===== src/rtl/crossbar_pkg.sv =====
// Shared types and helpers for the 4x4 crossbar scheduler.
// Holds the per-output FSM state encoding and the round-robin pick function.
package crossbar_pkg;

    localparam int N_PORTS = 4;
    localparam int PORT_W  = 2;

    typedef enum logic [1:0] {
        IDLE  = 2'd0,
        GRANT = 2'd1,
        GAP   = 2'd2
    } arb_state_t;

    typedef struct packed {
        logic              found;
        logic [PORT_W-1:0] idx;
    } pick_t;

    // Scan req starting at ptr and wrapping; the first set bit wins.
    function automatic pick_t rr_pick(input logic [N_PORTS-1:0] req,
                                      input logic [PORT_W-1:0]  ptr);
        pick_t             res;
        logic [PORT_W-1:0] cand;
        res = '0;
        for (int k = 0; k < N_PORTS; k++) begin
            cand = ptr + PORT_W'(k);
            if (!res.found && req[cand]) begin
                res.found = 1'b1;
                res.idx   = cand;
            end
        end
        return res;
    endfunction

endpackage


===== src/rtl/rr_port_arbiter.sv =====
// Round-robin arbiter for a single crossbar output: FSM, rotating pointer,
// grant hold timer and saturating issue counter.
module rr_port_arbiter
    import crossbar_pkg::*;
#(
    parameter int PORT       = 0,
    parameter int GRANT_HOLD = 2,
    parameter int CNT_W      = 16
) (
    input  logic                 clk,
    input  logic                 rst,
    input  logic                 enable,
    input  logic [N_PORTS-1:0]   req,
    output logic [N_PORTS-1:0]   grant,
    output logic                 busy,
    output logic [CNT_W-1:0]     grant_count
);

    arb_state_t        state;
    logic [PORT_W-1:0] ptr;
    logic [PORT_W-1:0] winner;
    logic [3:0]        hold_cnt;
    pick_t             pick;

    always_comb pick = rr_pick(req, ptr);

    assign busy = (state != IDLE);

    // GAP already shows grant==0 for its one cycle, so the edge leaving GAP
    // may issue directly; this keeps a full slot at GRANT_HOLD+1 cycles.
    always_ff @(posedge clk) begin
        if (!rst) begin
            state       <= IDLE;
            grant       <= '0;
            ptr         <= '0;
            winner      <= '0;
            hold_cnt    <= '0;
            grant_count <= '0;
        end else begin
            case (state)
                IDLE, GAP: begin
                    if (enable && pick.found) begin
                        grant    <= N_PORTS'(1) << pick.idx;
                        winner   <= pick.idx;
                        ptr      <= pick.idx + 1'b1;
                        hold_cnt <= 4'(GRANT_HOLD - 1);
                        if (grant_count != '1)
                            grant_count <= grant_count + 1'b1;
                        state    <= GRANT;
                    end else begin
                        grant <= '0;
                        state <= IDLE;
                    end
                end
                GRANT: begin
                    if (!req[winner] || hold_cnt == 4'd0) begin
                        grant <= '0;
                        state <= GAP;
                    end else begin
                        hold_cnt <= hold_cnt - 1'b1;
                    end
                end
                default: begin
                    grant <= '0;
                    state <= IDLE;
                end
            endcase
        end
    end

    assert property (@(posedge clk) disable iff (!rst)
                     $onehot0(grant) && (PORT < N_PORTS));

endmodule


===== src/rtl/crossbar_arbiter.sv =====
// Central 4x4 crossbar scheduler: forms per-output request vectors from the
// queue heads and runs one round-robin arbiter per output.
module crossbar_arbiter
    import crossbar_pkg::*;
#(
    parameter int GRANT_HOLD = 2,
    parameter int CNT_W      = 16
) (
    input  logic                       clk,
    input  logic                       rst,
    input  logic                       enable,
    input  logic [N_PORTS-1:0]         req_valid,
    input  logic [PORT_W-1:0]          sel0,
    input  logic [PORT_W-1:0]          sel1,
    input  logic [PORT_W-1:0]          sel2,
    input  logic [PORT_W-1:0]          sel3,
    output logic [N_PORTS-1:0]         grant0,
    output logic [N_PORTS-1:0]         grant1,
    output logic [N_PORTS-1:0]         grant2,
    output logic [N_PORTS-1:0]         grant3,
    output logic [N_PORTS-1:0]         busy,
    output logic [N_PORTS*CNT_W-1:0]   grant_count
);

    logic [PORT_W-1:0]  dest      [N_PORTS];
    logic [N_PORTS-1:0] req_port  [N_PORTS];
    logic [N_PORTS-1:0] grant_arr [N_PORTS];

    assign dest[0] = sel0;
    assign dest[1] = sel1;
    assign dest[2] = sel2;
    assign dest[3] = sel3;

    // Each input targets exactly one output, so no input can be granted twice.
    always_comb begin
        for (int p = 0; p < N_PORTS; p++) begin
            req_port[p] = '0;
            for (int i = 0; i < N_PORTS; i++)
                req_port[p][i] = req_valid[i] && (dest[i] == PORT_W'(p));
        end
    end

    for (genvar p = 0; p < N_PORTS; p++) begin : g_port
        rr_port_arbiter #(
            .PORT       (p),
            .GRANT_HOLD (GRANT_HOLD),
            .CNT_W      (CNT_W)
        ) u_arb (
            .clk         (clk),
            .rst         (rst),
            .enable      (enable),
            .req         (req_port[p]),
            .grant       (grant_arr[p]),
            .busy        (busy[p]),
            .grant_count (grant_count[p*CNT_W +: CNT_W])
        );
    end

    assign grant0 = grant_arr[0];
    assign grant1 = grant_arr[1];
    assign grant2 = grant_arr[2];
    assign grant3 = grant_arr[3];

endmodule

===== config.mk =====
export PLATFORM = sky130hd
export DESIGN_NAME = crossbar_arbiter
export DESIGN_NICKNAME = d
export VERILOG_FILES = /design/src/rtl/crossbar_pkg.sv /design/src/rtl/rr_port_arbiter.sv /design/src/rtl/crossbar_arbiter.sv
export SDC_FILE = /design/constraint.sdc
export NUM_CORES = 1
export LEC_CHECK = 0
export BUFFER_PORTS_ARGS = -buffer_cell sky130_fd_sc_hd__buf_2
export CAP_MARGIN = 40
export CORE_MARGIN = 4
export CORE_UTILIZATION = 59
export CTS_BUF_LIST = sky130_fd_sc_hd__clkbuf_4 sky130_fd_sc_hd__clkbuf_8
export DETAILED_ROUTE_END_ITERATION = 10
export PLACE_DENSITY = 0.82
export SLEW_MARGIN = 15
export SYNTH_ARGS = -nofsm -noshare
export SYNTH_HDL_FRONTEND = slang
export SYNTH_HIERARCHICAL = 1
export SYNTH_SLANG_ARGS = --single-unit

===== constraint.sdc =====
create_clock -name clk -period 3.1 [get_ports clk]
set_input_delay 0.62 -clock clk [delete_from_list [all_inputs] [get_ports clk]]
set_output_delay 0.62 -clock clk [all_outputs]
set_load 0.03 [all_outputs]

### After elaboration in Yosys (flattened, before gate mapping)

Index checks and enable logic that the tools add are counted.

* reduce and logical (&&, ||, !) cells: 88
* equality and inequality tests: 36
* shift operators: 4
* $lt $le $gt $ge: 20
* mux-type cells: 92
* $add $sub $neg: 24

Operators by type and width (count)
* $add 16x1->16 const B: 4
* $mux 4: 16
* $ne 16x16->1 const B: 4
* $pmux 4 s2: 8
* $lt 2x3->1 const B: 20
* $mux 3: 16
* $bmux 1 s2: 20
* $logic_and 1x1->1: 32
* $eq 2x2->1 const B: 12
* $mux 1: 24
* $reduce_and 3->1: 8
* $add 2x1->2 const B: 8
* $add 2x2->2 const B: 8
* $eq 2x1->1 const B: 8
* $logic_not 1->1: 16
* $logic_not 2->1: 8
* $logic_not 4->1: 4
* $ne 2x1->1 const B: 8
* $pmux 2 s2: 4
* $reduce_bool 2->1: 8
* $shl 1x2->4 const A: 4
* $sub 4x1->4 const B: 4
* $mux 2: 4
* $ne 2x2->1 const B: 4
* 3 further kinds: 12

* output and inout port bits: 84
* bits in registers: 120
* logic and storage cells: 288
* input port bits: 15

### Longest topological paths before layout

Gate-level depths: netlist of run 1.

* depth in word-level cells: 17
* depth in mapped cells: 8
* depth with buffers taken out: 8

### Modules after synthesis

The synthesis of run 1 kept the hierarchy.

Modules (own cells, without submodules)
* rr_port_arbiter (g_port[0].u_arb ...): seq. area each 600.6 µm², cells an instance 191, times used 3, area each 1620.3 µm²
* rr_port_arbiter (g_port[3].u_arb): seq. area each 600.6 µm², cells an instance 173, times used 1, area each 1541.5 µm²
* crossbar_arbiter: seq. area each 0.0 µm², cells an instance 16, times used 1, area each 150.1 µm²

### Worst setup path before layout of run 1

Ideal clock, no wire load.

* path kind: input to register
* from: input sel0[1]
* to: register g_port[0].u_arb.grant_count[11]
* buffers on the path: 1
* slack: 0.752 ns
* required time: 3.014 ns
* stages: 6
* arrival: 2.262 ns
* setup time: 0.086 ns
* cell sequence: nor3b_2 -> nor4_1 -> or4_4 -> buf_6 -> or3_1 -> a211oi_1

* cells in the longest elaborated chain, start to end: 16
* elaborated cells between the ends (all ways): 22
* classes of those cells: mux: 12; reduce/logical: 10

RTL lines
* from (decl): RTL line crossbar_arbiter.sv:13 `input logic [PORT_W-1:0] sel0,`
* $logic_not 2->1 *: RTL line crossbar_arbiter.sv:39 `req_port[p][i] = req_valid[i] && (dest[i] == PORT_W'(p));`
* $logic_and 1x1->1 *: RTL line crossbar_arbiter.sv:39
* $bmux 1 s2: RTL line crossbar_pkg.sv:27 `if (!res.found && req[cand]) begin`
* $mux 1 (not written as such): RTL line crossbar_pkg.sv:27
* $mux 3: RTL line crossbar_pkg.sv:27
* $logic_not 1->1: RTL line crossbar_pkg.sv:27
* $logic_and 1x1->1: RTL line crossbar_pkg.sv:27
* $mux 3: RTL line crossbar_pkg.sv:27
* $logic_not 1->1: RTL line crossbar_pkg.sv:27
* $logic_and 1x1->1: RTL line crossbar_pkg.sv:27
* $mux 3: RTL line crossbar_pkg.sv:27
* $logic_not 1->1: RTL line crossbar_pkg.sv:27
* $logic_and 1x1->1: RTL line crossbar_pkg.sv:27
* $mux 3 *: RTL line crossbar_pkg.sv:27
* $logic_and 1x1->1 *: RTL line rr_port_arbiter.sv:42 `if (enable && pick.found) begin`
* $reduce_and 3->1 (no source line) *
* to (signal assigned): RTL line rr_port_arbiter.sv:48 `grant_count <= grant_count + 1'b1;`
* to (decl): RTL line rr_port_arbiter.sv:16 `output logic [CNT_W-1:0] grant_count`

Mark *: on every way between the ends. The rest lies on a longest branch, timed or not. The select of a mux whose other input is x is not followed.
A chain may end at the register's enable or synchronous reset.

==> results of run 1 <==
per-layer routing:
layer	wire length [um]	GRT usage, %	up-vias
li1	-	-	3060
met1	7140	31.3	2921
met2	7680	41.4	210
met3	858	5.84	31
met4	306	10.0	0
met5	0	0	-
flip-flops by register name, indices dropped and copies added (netlist names):
register	cells
g_port.u_arb/grant_count	64
g_port.u_arb/grant	16
g_port.u_arb/hold_cnt	16
g_port.u_arb/ptr	8
g_port.u_arb/state	8
g_port.u_arb/winner	8
cell families after synthesis:
kind of cell,Yosys count,synth area share (%)
flip-flops,120,36.7
XOR/XNOR,12,1.60
buffers and inverters,67,4.28
adder cells (fa/ha/maj),21,4.01
AO/OA/AOI/OAI,169,18.3
multiplexers,29,4.68
AND/OR/NAND/NOR,344,30.4
power groups by stage:
stage	logic, mW	registers, mW	clock network (mW)
detailed placement	0.355	1.64	0
floorplan	0.236	1.66	0
global placement	0.340	1.64	0
CTS	0.358	1.61	1.59
finish	0.362	1.61	1.56
global route	0.396	1.61	1.66
cell usage in the layout (no fill, tap or decap), types with 5 or more instances in the layout:
cell type and n:
and3_1 8, nand3_1 29, or2_2 5, a21oi_1 43, and2_1 16, dfxtp_1 120, o41ai_1 7, o22ai_1 10
buf_4 10, buf_2 98, a32oi_1 14, xor2_1 6, ha_1 21, nor4_1 16, xnor2_1 6, inv_1 34
or4_1 16, nand3b_1 13, nand2b_1 27, mux2i_1 25, or3_1 7, and3b_1 8, o21ai_0 6, nor2_1 37
nor2b_1 6, o31ai_1 14, nand2_1 82, and4_1 5, nor3_1 15, clkbuf_8 23, nand4_1 21, or3b_2 6
a211oi_1 18, o21a_1 10
layout make-up:
class                      count  area share (%)
clock buffer                  25            4.37
clock inverter                 7            1.48
inverter                      37            1.83
multi-input combinational    575            50.9
sequential                   120            31.6
tap                          140            2.31
timing repair buffer         108            7.45
through the flow:
stage	total power [mW]	setup slack [ns]	cells
4_1_cts	3.55	0.818	1012
5_1_grt	3.67	0.694	1012
6_report	3.53	0.792	1012
2_1_floorplan	1.90	0.752	762
3_5_place_dp	2.00	0.352	980
3_3_place_gp	1.98	0.440	980
tightest hold or removal path, delay by kind of cell (launching register included):
| family | cells | cell delay [ns] |
|---|---|---|
| compound gates | 1 | 0.06 |
| flops | 1 | 0.32 |
| simple gates | 1 | 0.05 |
how the worst min path moves through the flow:
stage                                                       from                                      to  cells after the start
final                     g_port[1].u_arb/winner[0]$_SDFFE_PN0P_  g_port[1].u_arb/winner[0]$_SDFFE_PN0P_                      2
after global routing      g_port[0].u_arb/winner[0]$_SDFFE_PN0P_  g_port[0].u_arb/winner[0]$_SDFFE_PN0P_                      2
after CTS                 g_port[1].u_arb/winner[0]$_SDFFE_PN0P_  g_port[1].u_arb/winner[0]$_SDFFE_PN0P_                      2
after detailed placement  g_port[1].u_arb/winner[0]$_SDFFE_PN0P_  g_port[1].u_arb/winner[0]$_SDFFE_PN0P_                      2
after global placement    g_port[1].u_arb/winner[0]$_SDFFE_PN0P_  g_port[1].u_arb/winner[0]$_SDFFE_PN0P_                      2
after floorplan           g_port[0].u_arb/winner[0]$_SDFFE_PN0P_  g_port[0].u_arb/winner[0]$_SDFFE_PN0P_                      2
==> reports/qor.yml, run 1 <==
hold_violations: 0
syn-num-nets: 798
fin_area_um2: 7600
synth_cell_types: 69
final_core_util_pct: 70.1
grt_overflow: 0
worstHoldPathType: "reg -> reg"
wl_per_cell_um: 15.8
ys_warn_count: 6
viasPerCell: 6.15
path_clk_slew_ns: 0.07
cts_max_level: 4
cts-root-buf: "clkbuf_8"
synthTopCellsByCount: "dfxtp_1, nand2_1, a21oi_1"
arrival_ns: 2.67
grt_pass1_vias: 5702
postSynthAreaPerCell_um2: 8.60
cp_max_fo: 11
worst-endpoint-required_ns: 3.46
cp.depth: 6
crit_path_end_kind: "flop"
peakVddDrop_mv: 0.265
max_freq_mhz: 433
totalNegativeSetupSlack_ns: 0
die_w_um: 113
startpoint_type: "input pin"
r2r_start: "g_port[1].u_arb/grant_count[0]$_SDFFE_PN0P_"
finalSetupViolCount: 0
maxCapViolations: 0
rows: 38
cts_post_setup_buffers_inserted: 0
vias: 6222
die_h_um: 113
drive_gt1_share_pct: 20.4
seq_area_frac_synth_pct: 36.7
critPathLaunch: "sel0[1]"
ant_nets: 0
grt_max_degree: 42
holdWs_ns: 0.476
routed_wl_um: 16000
syn_inst: 762
dp_hpwl_um: 11200
pwr-share-seq_pct: 45.6
multi_input_area_um2: 3870
post-route-drc-count: 0
fin_nets: 895
area_growth_pct: 15.9
dieArea_um2: 12900
critPathKind: "in -> reg"
place_area_um2: 7150
rsz0062_at_grt: "false"
cts_buffers: 17
tightest_slew_ns: 0.873
clockPowerShare_pct: 44.2
path_buf_inv: 1
core_um2: 10800
power.switching_mw: 0.889
antenna_found_initial: 0
clk-insertion-delay-late_ns: 0.45
start_util_pct: 60.4
r2r_end: "g_port[1].u_arb/grant_count[8]$_SDFFE_PN0P_"
cp_cell_sequence: "buf_2 > nor3b_2 > nor4_1 > or4_4 > or4_1 > a21oi_1"
drv_slew: 0
rrSetupSlack_ns: 0.86
register_area_um2: 2400
synth_flop_cell: "dfxtp_1"
synth_top_cell_by_area: "dfxtp_1"
r2r_cells: 5
fin_crit_sh_pct: 74.4
netSwitchingFraction_pct: 25.2
ys_top_cells_by_area: "dfxtp_1, nand2_1, ha_1"
leakagePower_nw: 2.98
firstDrtPassIters: 5
pwr-share-comb_pct: 10.2
relSlewSlack_pct: 41.6
clock_skew_ns: 0.00693
clock-sinks: 120
crit_path_end: "g_port[0].u_arb/grant_count[7]$_SDFFE_PN0P_"
ctsHoldBuffers: 0
outcome: "finished clean"
synth_most_common_cell: "dfxtp_1"
ctsResizeCount: 0
crit_path_top_delay_cell: "or4_4"
synth_top_area_share_pct: 36.7
cts_max_path_buffers: 2
drtIter0Drc: 630
tritoncts: "done"
io_buffers: 98
critPathMaxStageDelay_ns: 0.64
powerDensity_nw_per_um2: 465
grtUsageTotal_pct: 24.9
finalCriticalPeriod_ns: 2.31
diodes: 0
synth_edf_count: 0
p_int_mw: 2.64
yosys_register_bits: 120
pin_count: 99
grt_pass1_wl_um: 26400
synthesis.area_um2: 6550
cpLargestDelayFamily: "simple AND/OR/NAND/NOR gates"
gp_congestion: 0.876
synthArstFlopShare_pct: 0
nFillCells: 834
Note: power is estimated with default switching activity, not from simulation.
==> run 2, diff against run 1 <==
--- a/config.mk
+++ b/config.mk
@@ -8,10 +8,10 @@
 export BUFFER_PORTS_ARGS = -buffer_cell sky130_fd_sc_hd__buf_2
 export CAP_MARGIN = 40
 export CORE_MARGIN = 4
-export CORE_UTILIZATION = 59
+export CORE_UTILIZATION = 54
 export CTS_BUF_LIST = sky130_fd_sc_hd__clkbuf_4 sky130_fd_sc_hd__clkbuf_8
 export DETAILED_ROUTE_END_ITERATION = 10
-export PLACE_DENSITY = 0.82
+export PLACE_DENSITY = 0.79
 export SLEW_MARGIN = 15
 export SYNTH_ARGS = -nofsm -noshare
 export SYNTH_HDL_FRONTEND = slang
==> constraint.sdc (replaced) <==
create_clock -name clk -period 1.9 [get_ports clk]
set_input_delay 0.38 -clock clk [delete_from_list [all_inputs] [get_ports clk]]
set_output_delay 0.38 -clock clk [all_outputs]
set_load 0.03 [all_outputs]
==> run 2 against run 1 <==
  * Power up 66%
  * Worst hold slack worse by 0.13 ns
  * Non-clock buffer count up 53
  * Combinational power up 95%
  * Global-route usage down 0.45 points
  * Count of clock-buffer cells in the layout down 8
  * Sequential cell count unchanged
  * Critical path depth down 2
  * First-iteration DRC count down 21%
  * Via count up 5.0%
  * Cell area up 8.7%
  * Critical endpoint is now g_port[0].u_arb/grant_count[13]$_SDFFE_PN0P_
==> reports/qor.yml, run 2 (synthesis gave the netlist of run 1 again) <==
leakagePower_nw: 3.28  # was 2.98 nW
core_um2: 11700  # was 10800 um2
final_cell_mix: "dfxtp_1, buf_2, nand2_1"  # unchanged
largest_reg_flops: 64  # unchanged
grt_max_degree: 60  # was 42
outcome: "finished clean"  # unchanged
met3_length_um: 1120  # was 858 um
grt_pass1_wl_um: 29000  # was 26400 um
worstHoldPathType: "in -> reg"  # was reg -> reg
grt_overflow: 0  # unchanged
critPathKind: "reg -> reg"  # was in -> reg
nFillCells: 888  # was 834
dp_hpwl_um: 12500  # was 11200 um
cts-root-buf: "clkbuf_8"  # unchanged
worst-endpoint-required_ns: 2.24  # was 3.46 ns
pin_count: 99  # unchanged
tritoncts: "done"  # unchanged
final_core_util_pct: 70.8  # was 70.1%
routed_wl_um: 17800  # was 16000 um
viasPerCell: 6.10  # was 6.15
max_freq_mhz: 541
maxCapViolations: 0  # unchanged
die_w_um: 118  # was 113 um
hold_violations: 0  # unchanged
dieArea_um2: 14000  # was 12900 um2
crit_path_end_kind: "flop"  # unchanged
powerDensity_nw_per_um2: 712  # was 465 nW/um2
totalNegativeSetupSlack_ns: 0  # unchanged
clock_skew_ns: 0.0110  # was 0.00693 ns
wl_per_cell_um: 16.6  # was 15.8 um
rrSetupSlack_ns: 0.05  # was 0.86 ns
layout_commonest_cell: "dfxtp_1"  # unchanged
io_buffers: 98  # unchanged
vias: 6536  # was 6222
wl_met2_um: 8600  # was 7680 um
hold_depth: 3  # was 2
die_h_um: 118  # was 113 um
finalSetupViolCount: 0  # unchanged
relSlewSlack_pct: 60.6  # was 41.6%
antenna_found_initial: 3  # was 0
holdWs_ns: 0.341  # was 0.476 ns
cts_max_level: 4  # unchanged
fin_crit_sh_pct: 97.4
grt_pass1_vias: 6278  # was 5702
r2r_cells: 4  # was 5
critPathLaunch: "g_port[0].u_arb/grant_count[2]$_SDFFE_PN0P_"  # was sel0[1]
fin_nets: 950  # was 895
post-route-drc-count: 0  # unchanged
tightest_slew_ns: 0.586  # was 0.873 ns
path_clk_slew_ns: 0.08  # was 0.07 ns
start_util_pct: 56.2  # was 60.4%
r2r_start: "g_port[0].u_arb/grant_count[2]$_SDFFE_PN0P_"  # was g_port[1].u_arb/grant_count[0]$_SDFFE_PN0P_
grtUsageTotal_pct: 24.5  # was 24.9%
drv_slew: 0  # unchanged
drive_gt1_share_pct: 29.7  # was 20.4%
r2r_end: "g_port[0].u_arb/grant_count[13]$_SDFFE_PN0P_"  # was g_port[1].u_arb/grant_count[8]$_SDFFE_PN0P_
maxUsedRoutingLayer: "met5"  # was met4
gp_congestion: 0.886  # was 0.876
crit_path_end: "g_port[0].u_arb/grant_count[13]$_SDFFE_PN0P_"  # was g_port[0].u_arb/grant_count[7]$_SDFFE_PN0P_
cp_max_fo: 6  # was 11
wirelength_met1_um: 7800  # was 7140 um
firstDrtPassIters: 5  # unchanged
regMostFlops: "g_port.u_arb/grant_count"  # unchanged
arrival_ns: 2.19  # was 2.67 ns
clk-insertion-delay-late_ns: 0.45  # about the same
reg_top3: "g_port.u_arb/grant_count: 64 flops, g_port.u_arb/grant: 16 flops, g_port.u_arb/hold_cnt: 16 flops"  # unchanged
clock-sinks: 120  # unchanged
rows: 39  # was 38
startpoint_type: "flop"  # was input pin
cts_max_path_buffers: 2  # unchanged
cts_buffers: 17  # unchanged
ant_nets: 0  # unchanged
peakVddDrop_mv: 0.612  # was 0.265 mV
drtIter0Drc: 496  # was 630
finalCriticalPeriod_ns: 1.85
area_growth_pct: 26.0  # was 15.9%
rsz0062_at_grt: "false"  # unchanged
[run 2: area by class of cell]
type                    instances  area (um2)  area share, %
flip-flops and latches        120        2440           29.6
inverters                      37         139           1.68
clock inverters                15         201           2.44
multi-input cells             577        4070           49.3
diodes                          2        5.00         0.0606
clock buffers                  17         234           2.83
well taps                     143         179           2.17
repair buffers                161         986           11.9
[run 2: where the power goes]
| group | total [mW] | switching, mW | internal [mW] | leakage (nW) |
|---|---|---|---|---|
| clock | 2.55 | 1.12 | 1.43 | 0.216 |
| sequential | 2.63 | 0.0592 | 2.57 | 0.980 |
| combinational | 0.705 | 0.413 | 0.292 | 2.09 |
| total | 5.88 | 1.59 | 4.29 | 3.28 |
[run 2: worst min-delay path by stage]
stage / startpoint / end / slack [ns]
floorplan: g_port[0].u_arb/winner[0]$_SDFFE_PN0P_ / g_port[0].u_arb/winner[0]$_SDFFE_PN0P_ / 0.44
finish: rst / g_port[1].u_arb/winner[1]$_SDFFE_PN0P_ / 0.34
global route: rst / g_port[1].u_arb/winner[1]$_SDFFE_PN0P_ / 0.34
global placement: g_port[3].u_arb/grant[1]$_SDFFE_PN0P_ / g_port[3].u_arb/grant[1]$_SDFFE_PN0P_ / 0.45
CTS: rst / g_port[1].u_arb/winner[1]$_SDFFE_PN0P_ / 0.31
detailed placement: g_port[3].u_arb/grant[1]$_SDFFE_PN0P_ / g_port[3].u_arb/grant[1]$_SDFFE_PN0P_ / 0.46
[run 2: worst max-delay path: stages, from the launching register on]
cell,delay (ns)
dfxtp_4,0.39
nand3_2,0.12
or4_2,0.76
o31a_1,0.31
o21a_1,0.18
[run 2: layer usage]
layer / up-vias / track usage [%]
met5: - / 0
met4: 2 / 9.23
met3: 35 / 6.49
met2: 227 / 41.5
met1: 3098 / 29.8
li1: 3174 / -
[run 2: through the flow]
step | worst slack (ns) | total power, mW | instances | area, um2
final | 0.0502 | 5.88 | 1072 | 8260
after global routing | 0.00573 | 6.11 | 1072 | 8260
after CTS | 0.0111 | 5.91 | 1066 | 8150
after detailed placement | -0.282 | 3.36 | 1034 | 7710
after global placement | -0.208 | 3.33 | 1034 | 7710
after floorplan | -0.0357 | 3.11 | 762 | 6730
[run 2: what timing repair did]
item,CTS,global route
endpoints found under the setup margin,1,20
buffers inserted,0,2
gates cloned,0,2
resized for setup,1,15
hold buffers,0,0
pin swaps,0,3
==> run 3, diff against run 2 <==
--- a/config.mk
+++ b/config.mk
@@ -11,7 +11,7 @@
 export CORE_UTILIZATION = 54
 export CTS_BUF_LIST = sky130_fd_sc_hd__clkbuf_4 sky130_fd_sc_hd__clkbuf_8
 export DETAILED_ROUTE_END_ITERATION = 10
-export PLACE_DENSITY = 0.79
+export PLACE_DENSITY = 0.8
 export SLEW_MARGIN = 15
 export SYNTH_ARGS = -nofsm -noshare
 export SYNTH_HDL_FRONTEND = slang
==> run 3 against run 2 <==
  * Final cell count rose by 0.93%
  * Worst setup slack got worse by 0.014 ns
  * Register-to-register slack barely moved
  * Worst hold slack got worse by 0.014 ns
  * Critical endpoint is now g_port[2].u_arb/grant_count[7]$_SDFFE_PN0P_
==> reports/qor.yml, run 3 (synthesis gave the netlist of run 1 again) <==
grt_max_degree: 41  # was 60
outcome: "finished clean"  # unchanged
critPathKind: "reg -> reg"  # unchanged
die_w_um: 118  # unchanged
viasPerCell: 6.14  # was 6.10
tightest_slew_ns: 0.492  # was 0.586 ns
largest_reg_flops: 64  # unchanged
die_h_um: 118  # unchanged
critPathMaxStageDelay_ns: 0.59  # was 0.76 ns
totalNegativeSetupSlack_ns: 0  # unchanged
pin_count: 99  # unchanged
wl_per_cell_um: 16.3  # was 16.6 um
arrival_ns: 2.24  # was 2.19 ns
worstHoldPathType: "in -> reg"  # unchanged
io_buffers: 98  # unchanged
layout_commonest_cell: "dfxtp_1"  # unchanged
maxCapViolations: 0  # unchanged
crit_path_end_kind: "flop"  # unchanged
diodes: 0  # was 2
grtUsageTotal_pct: 25.0  # was 24.5%
drive_gt1_share_pct: 30.6  # was 29.7%
hold_violations: 0  # unchanged
final_cell_mix: "dfxtp_1, buf_2, nand2_1"  # unchanged
relSlewSlack_pct: 66.9  # was 60.6%
gp_congestion: 0.916  # was 0.886
clk-insertion-delay-late_ns: 0.45  # about the same
crit_path_top_delay_cell: "or4_4"  # was or4_2
cp_max_fo: 9  # was 6
area_growth_pct: 27.0  # was 26.0%
vias: 6648  # was 6536
cts-root-buf: "clkbuf_8"  # unchanged
fin_cells: 1082  # was 1072
leakagePower_nw: 3.36  # was 3.28 nW
peakVddDrop_mv: 0.512  # was 0.612 mV
start_util_pct: 56.2  # unchanged
regMostFlops: "g_port.u_arb/grant_count"  # unchanged
grt_pass1_wl_um: 29500  # was 29000 um
cp_cell_sequence: "nand2b_4 > or4_4 > or4_4 > a21oi_2"  # was nand3_2 > or4_2 > o31a_1 > o21a_1
routed_wl_um: 17600  # was 17800 um
firstDrtPassIters: 5  # unchanged
clock_skew_ns: 0.0121  # was 0.0110 ns
cts_max_level: 4  # unchanged
critPathLaunch: "g_port[2].u_arb/state[0]$_SDFFE_PN0P_"  # was g_port[0].u_arb/grant_count[2]$_SDFFE_PN0P_
worstHoldStart: "rst"  # unchanged
dp.cells: 1049  # was 1034
startpoint_type: "flop"  # unchanged
path_clk_slew_ns: 0.07  # was 0.08 ns
dp_hpwl_um: 12700  # was 12500 um
reg_top3: "g_port.u_arb/grant_count: 64 flops, g_port.u_arb/grant: 16 flops, g_port.u_arb/hold_cnt: 16 flops"  # unchanged
ctsHoldBuffers: 0  # unchanged
powerDensity_nw_per_um2: 697  # was 712 nW/um2
fin_nets: 962  # was 950
post-route-drc-count: 0  # unchanged
tritoncts: "done"  # unchanged
grt_overflow: 0  # unchanged
ant_nets: 0  # unchanged
finalCriticalPeriod_ns: 1.86  # was 1.85 ns
drv_slew: 0  # unchanged
finalSetupViolCount: 0  # unchanged
cts_buffers: 17  # unchanged
drtIter0Drc: 633  # was 496
rows: 39  # unchanged
worst-endpoint-required_ns: 2.28  # was 2.24 ns
r2r_start: "g_port[2].u_arb/state[0]$_SDFFE_PN0P_"  # was g_port[0].u_arb/grant_count[2]$_SDFFE_PN0P_
cts_max_path_buffers: 2  # unchanged
grt_pass1_vias: 6288  # was 6278
antenna_found_initial: 0  # was 3
dieArea_um2: 14000  # unchanged
core_um2: 11700  # unchanged
max_freq_mhz: 537  # was 541 MHz
worst_path_most_repeated_cell: "or4_4"
fin_crit_sh_pct: 98.1  # was 97.4%
clock-sinks: 120  # unchanged
[run 3: critical path, delay by kind of cell, from the launching register on]
family             cells  cell delay [ns]
DFF                    1             0.36
and+or+nand+nor        3             1.26
AOI/OAI and AO/OA      1             0.17
[run 3: final cells by class]
| class | instances | area, um2 |
|---|---|---|
| Tap cell | 143 | 179 |
| Timing Repair Buffer | 175 | 1090 |
| Fill cell | 876 | 3340 |
| Clock buffer | 23 | 304 |
| Sequential cell | 120 | 2440 |
| Inverter | 37 | 139 |
| Multi-Input combinational cell | 575 | 4050 |
| Clock inverter | 9 | 120 |
[run 3: metal layers]
layer / global-route usage [%] / up-vias / wire length, um
li1: - / 3186 / -
met1: 31.7 / 3183 / 7660
met2: 40.9 / 236 / 8530
met3: 5.97 / 43 / 1030
met4: 10.6 / 0 / 392
met5: 0 / - / 0
[run 3: where the power goes]
part / switching, mW / leakage (nW) / internal (mW)
logic: 0.417 / 2.16 / 0.301
registers: 0.0589 / 0.980 / 2.57
clock network: 1.00 / 0.226 / 1.45
[run 3: per-stage QoR]
step	utilization, %	setup slack [ns]	total power [mW]	hold slack, ns	instance area [um2]
2_1_floorplan	-	-0.0357	3.11	0.445	6730
3_3_place_gp	67.0	-0.183	3.35	0.446	7820
3_5_place_dp	67.0	-0.282	3.38	0.450	7820
4_1_cts	70.7	0.0173	5.83	0.310	8240
5_1_grt	71.4	-0.0161	6.04	0.327	8320
6_report	71.4	0.0366	5.80	0.327	8320
[run 3: worst paths after layout]
path,depth (start not counted),end,slack (ns)
min reg2reg,2,g_port[3].u_arb/grant[3]$_SDFFE_PN0P_,0.46
max reg2reg,4,g_port[2].u_arb/grant_count[7]$_SDFFE_PN0P_,0.04
min,3,g_port[1].u_arb/grant_count[1]$_SDFFE_PN0P_,0.33
max,4,g_port[2].u_arb/grant_count[7]$_SDFFE_PN0P_,0.04
[run 3: what timing repair did]
action,in CTS,in global routing
gates resized for setup,0,16
setup endpoints to repair,0,22
setup buffers,0,1
